`src/rtl/tm_scan_ctrl.sv`:
```
// rtl/tm_scan_ctrl.sv - template-match scan sequencer: frame fill, window stepping, min-SAD tracking
// Fills the binary line buffer, walks every valid window position in raster order and keeps the best SAD.
module tm_scan_ctrl #(
  parameter int IMG_W = 640,
  parameter int IMG_H = 480,
  parameter int TPL_W = 40,
  parameter int TPL_H = 100,
  parameter int SAD_W = 12,
  parameter int XW    = 10,
  parameter int YW    = 9
) (
  input  logic             clk,
  input  logic             rst,
  input  logic             start,
  input  logic             pix_valid,
  input  logic             pix_data,
  output logic             pix_ready,
  output logic             lb_d,
  output logic             lb_ena,
  output logic             sad_start,
  input  logic             sad_done,
  input  logic [SAD_W-1:0] sad_value,
  output logic             busy,
  output logic             done,
  output logic [SAD_W-1:0] best_sad,
  output logic [XW-1:0]    best_x,
  output logic [YW-1:0]    best_y
);

  localparam int NPIX = IMG_W * IMG_H;
  localparam int FCW  = $clog2(NPIX + 1);

  localparam logic [FCW-1:0] FILL_LAST = FCW'(NPIX - 1);
  localparam logic [XW-1:0]  X_LAST    = XW'(IMG_W - 1);
  localparam logic [XW-1:0]  X_MAX     = XW'(IMG_W - TPL_W);
  localparam logic [YW-1:0]  Y_MAX     = YW'(IMG_H - TPL_H);

  typedef enum logic [2:0] {
    S_IDLE,
    S_FILL,
    S_EVAL,
    S_WAIT,
    S_STEP,
    S_DONE
  } state_t;

  state_t           state_q, state_d;
  logic [FCW-1:0]   fill_q, fill_d;
  logic [XW-1:0]    x_q, x_d;
  logic [YW-1:0]    y_q, y_d;
  logic [SAD_W-1:0] best_sad_q, best_sad_d;
  logic [XW-1:0]    best_x_q, best_x_d;
  logic [YW-1:0]    best_y_q, best_y_d;

  logic             xfer;
  logic             last_pos;
  logic             x_wrap;
  logic [XW-1:0]    x_inc;

  assign xfer     = (state_q == S_FILL) && pix_valid;
  assign last_pos = (x_q == X_MAX) && (y_q == Y_MAX);
  assign x_wrap   = (x_q == X_LAST);
  assign x_inc    = x_wrap ? '0 : x_q + XW'(1);

  always_ff @(posedge clk or negedge rst) begin
    if (!rst) begin
      state_q    <= S_IDLE;
      fill_q     <= '0;
      x_q        <= '0;
      y_q        <= '0;
      best_sad_q <= '1;
      best_x_q   <= '0;
      best_y_q   <= '0;
    end else begin
      state_q    <= state_d;
      fill_q     <= fill_d;
      x_q        <= x_d;
      y_q        <= y_d;
      best_sad_q <= best_sad_d;
      best_x_q   <= best_x_d;
      best_y_q   <= best_y_d;
    end
  end

  always_comb begin
    state_d    = state_q;
    fill_d     = fill_q;
    x_d        = x_q;
    y_d        = y_q;
    best_sad_d = best_sad_q;
    best_x_d   = best_x_q;
    best_y_d   = best_y_q;
    unique case (state_q)
      S_IDLE, S_DONE: begin
        if (start) begin
          state_d    = S_FILL;
          fill_d     = '0;
          x_d        = '0;
          y_d        = '0;
          best_sad_d = '1;
          best_x_d   = '0;
          best_y_d   = '0;
        end
      end
      S_FILL: begin
        if (xfer) begin
          fill_d = fill_q + FCW'(1);
          if (fill_q == FILL_LAST) begin
            state_d = S_EVAL;
            x_d     = '0;
            y_d     = '0;
          end
        end
      end
      S_EVAL: state_d = S_WAIT;
      S_WAIT: begin
        if (sad_done) begin
          // strict compare keeps the earliest raster position on ties
          if (sad_value < best_sad_q) begin
            best_sad_d = sad_value;
            best_x_d   = x_q;
            best_y_d   = y_q;
          end
          state_d = last_pos ? S_DONE : S_STEP;
        end
      end
      S_STEP: begin
        x_d = x_inc;
        if (x_wrap) begin
          y_d = y_q + YW'(1);
        end
        // columns past X_MAX have no full window; keep shifting through them
        state_d = (x_inc <= X_MAX) ? S_EVAL : S_STEP;
      end
      default: state_d = S_IDLE;
    endcase
  end

  always_comb begin
    pix_ready = 1'b0;
    lb_d      = 1'b0;
    lb_ena    = 1'b1;
    sad_start = 1'b0;
    busy      = 1'b0;
    done      = 1'b0;
    unique case (state_q)
      S_FILL: begin
        pix_ready = 1'b1;
        lb_d      = pix_data;
        lb_ena    = ~pix_valid;
        busy      = 1'b1;
      end
      S_EVAL: begin
        sad_start = 1'b1;
        busy      = 1'b1;
      end
      S_WAIT: busy = 1'b1;
      S_STEP: begin
        lb_ena = 1'b0;
        busy   = 1'b1;
      end
      S_DONE: done = 1'b1;
      default: ;
    endcase
  end

  assign best_sad = best_sad_q;
  assign best_x   = best_x_q;
  assign best_y   = best_y_q;

endmodule

```
`config.mk`:
```
export PLATFORM = sky130hd
export DESIGN_NAME = tm_scan_ctrl
export DESIGN_NICKNAME = d
export VERILOG_FILES = /design/src/rtl/tm_scan_ctrl.sv
export SDC_FILE = /design/constraint.sdc
export NUM_CORES = 1
export LEC_CHECK = 0
export CORE_MARGIN = 4
export CORE_UTILIZATION = 46
export CTS_BUF_LIST = sky130_fd_sc_hd__clkbuf_8
export DETAILED_ROUTE_END_ITERATION = 6
export GPL_TIMING_DRIVEN = 0
export HOLD_SLACK_MARGIN = 0.06
export PLACE_DENSITY = 0.74
export SYNTH_ARGS = -nofsm -noshare
export SYNTH_HDL_FRONTEND = slang
export SYNTH_SLANG_ARGS = --single-unit
```
`constraint.sdc`:
```
create_clock -name clk -period 2.37 [get_ports clk]
set_clock_uncertainty 0.1 [all_clocks]
set_input_delay 0.5925 -clock clk [delete_from_list [all_inputs] [get_ports clk]]
set_output_delay 0.5925 -clock clk [all_outputs]
set_load 0.005 [all_outputs]
```
==> flow_summary.yaml <==
detailed_routing:
  wire_per_inst_um: 16.13
  avgViaCountPerCell: 5.613
  drt_wl_total_mm: 9.033
  first_iter_violations: 168
  drc: 0
  antenna_left: 0
  dr.pass1.iters: 4
  route.vias.total: 3143
sta:
  timing.final.hold_violations: 0
  rsz0062_at_grt: "true"
  tightest_slew_ns: 0.8882
  fin_crit_ns: 2.456
  timing.final.crit_share: 1.036
  drv_slew: 0
  slew_headroom: 0.4079
  max_freq_ghz: 0.4071
  setup_viol: 22
  setup_slack_ns: -0.08635
final_layout:
  n_antenna_cell: 0
  final_common_cell: "dfrtp_1"
  final_cells: 560
  area_growth_pct: 35.74
  nets: 487
  most-common-layout-cells: "55 x dfrtp_1, 42 x clkdlybuf4s50_1, 38 x nor2_1"
  drive_gt1_frac: 0.2162
synthesis:
  ys_seq_elements: 72
  netlist_area_um2: 3781
  ys_types: 49
  synth_top_flop_cell: "dfrtp_1"
  ys_seq_area_frac: 0.4805
  syn_nets: 410
  yosysWarnings: 0
  synth_edf_count: 0
  yosysTopAreaCellShare: 0.3971
  netlist_instances: 376
  synth.top_cells.by_area: "dfrtp_1 40%, dfstp_2 8.3%, a22o_1 6.7%"
  async_flop_share: 1.000
  avgSynthCellArea_um2: 10.06
  yosys.area.top_type: "dfrtp_1"
setup_path:
  crit_top_cell: "a211o_1"
  crit_required_ns: 2.51
  crit_slowest_cell: "dfstp_2"
  r2r_end: "best_x[8]$_DFFE_PN0P_"
  r2r-start: "best_sad[10]$_DFFE_PN1P_"
  cp_max_fo: 6
  critPathArrivalTime_ns: 2.59
  path_cells: "inv_1 > ha_1 > a211o_1 > a211o_1 > a21oi_4 > o31ai_4 > clkbuf_8 > a22o_1"
  critPathBufInv: 2
  endpoint_kind: "register"
  cp_num_cells: 8
  critPathLaunchType: "register"
  critical_path_class: "reg2reg"
  slowest_delay_ns: 0.55
  crit_family: "compound AO/OA/AOI/OAI gates"
  ff2ff_path_depth: 8
  ff2ff_setup_slack_ns: -0.09
global_routing:
  grt_pass1_wl_mm: 14.77
  grt_max_degree: 73
  grt_use_total: 0.1865
  antenna_found_initial: 0
  grt_pass1_vias: 3030
  grt.overflow.total: 0
job:
  drv_cap: 0
die:
  start_util: 0.4818
  placementRows: 32
  die_w_um: 98.67
  pin_count: 55
  die_h_um: 98.67
  core_area_um2: 7848
  die_area_um2: 9735
power:
  ir_drop_mv: 0.5415
  leakagePower_uw: 0.002445
  power_density_nw_per_um2: 967.2
  power_uw: 4964
cts:
  insertion_delay_ns: 0.35
  numCtsBuffers: 9
  cts_max_level: 3
  cts_sinks: 72
  clk_pin_slew_ns: 0.08
  tritoncts: "built"
  root_buffer: "clkbuf_8"
  clk_path_buf_depth: 2
min_path:
  hold_class: "in2async"
placement:
  dp.cells: 532
  portBuffers: 54
  gp_congestion: 0.8416
  hpwl_mm: 5.969
outcome:
  failed_checks: "setup timing"
  outcome: "finished, violations left"
-- logic make-up after synthesis --
logic type	share of synthesized area
simple gates	0.1741
compound gates	0.1906
flops	0.4805
buf+inv	0.04500
xor+xnor	0.04633
fa+ha+maj	0.05294
mux	0.01059
-- repair_timing --
item | in CTS | in global routing
resized for setup | 48 | 32
pin swaps | 10 | 24
cloned | 2 | 2
setup endpoints to repair | 63 | 41
buffers inserted | 7 | 5
hold buffers | 0 | 0
-- worst max-delay path by stage --
stage                              endpoint  slack [ns]                startpoint
global route          best_x[9]$_DFFE_PN0P_       -0.16  best_sad[10]$_DFFE_PN1P_
global placement      fill_q[5]$_DFFE_PN0P_       -1.80                       rst
CTS                   best_x[7]$_DFFE_PN0P_       -0.18   best_sad[9]$_DFFE_PN1P_
finish                best_x[8]$_DFFE_PN0P_       -0.09  best_sad[10]$_DFFE_PN1P_
floorplan             best_x[1]$_DFFE_PN0P_        0.02              sad_value[9]
detailed placement  best_sad[9]$_DFFE_PN1P_       -0.69              sad_value[9]
-- area by class of cell --
| class | instances | area [µm²] |
|---|---|---|
| timing repair buffer | 70 | 718.2 |
| inverter | 22 | 82.58 |
| clock buffer | 10 | 137.6 |
| clock inverter | 6 | 76.32 |
| fill | 618 | 2715 |
| tap | 102 | 127.6 |
| buffer | 15 | 135.1 |
| sequential | 72 | 1823 |
| multi-input combinational | 263 | 2032 |
-- registers in the layout, indices dropped and copies added, names as in the netlist --
signal and count:
y_q 9, best_sad 12, best_x 10, fill_q 19
state_q 3, x_q 10, best_y 9
-- power by group --
group          switching, µW  internal [µW]
clock                    447            609
sequential               206           1500
combinational           1090           1110
total                   1740           3220
-- Yosys cell counts (2+ instances only) --
library cell / n
a211o_1: 4
o31ai_1: 3
ha_1: 16
inv_1: 22
o21bai_1: 2
nor4_1: 2
o21ai_0: 9
dfrtp_1: 60
clkbuf_1: 12
and2_1: 2
o21a_1: 3
nand2_1: 23
a21o_1: 5
nand2b_1: 4
nand4_1: 6
a31oi_1: 8
xor2_1: 14
a22o_1: 29
nor2_1: 42
mux2i_1: 4
nor2b_1: 4
and3_1: 11
dfstp_2: 12
and4_1: 2
xnor2_1: 6
buf_2: 4
a2bb2oi_1: 13
o22ai_1: 3
nor3_1: 6
nor4bb_1: 2
a21oi_1: 13
nand3_1: 13
-- stage by stage --
| step | hold slack [ns] | setup TNS [ns] | setup slack (ns) | instance area (µm²) | util |
|---|---|---|---|---|---|
| floorplan | 0.1969 | 0 | 0.02083 | 3811 | - |
| global placement | 0.3563 | -150.35 | -1.799 | 4479 | 0.5708 |
| detailed placement | 0.3774 | -31.12 | -0.6947 | 4477 | 0.5705 |
| CTS | 0.2922 | -4.440 | -0.1801 | 4928 | 0.6280 |
| global route | 0.3244 | -3.575 | -0.1592 | 5132 | 0.6540 |
| finish | 0.2711 | -1.351 | -0.08635 | 5132 | 0.6540 |
-- per-layer routing --
metal	GRT usage	up-vias	wire length, µm
met5	0	-	0
met4	0.07248	0	214
met3	0.04671	18	524
met2	0.2824	93	4265
met1	0.2580	1517	4028
li1	-	1515	-
-- worst register-to-register path, cell delays in order, from the launching register on --
cell and delay (ns):
dfstp_2 0.55, inv_1 0.07, ha_1 0.32, a211o_1 0.32, a211o_1 0.27, a21oi_4 0.19, o31ai_4 0.13, clkbuf_8 0.21
a22o_1 0.19
(Power assumes the default switching activity.)
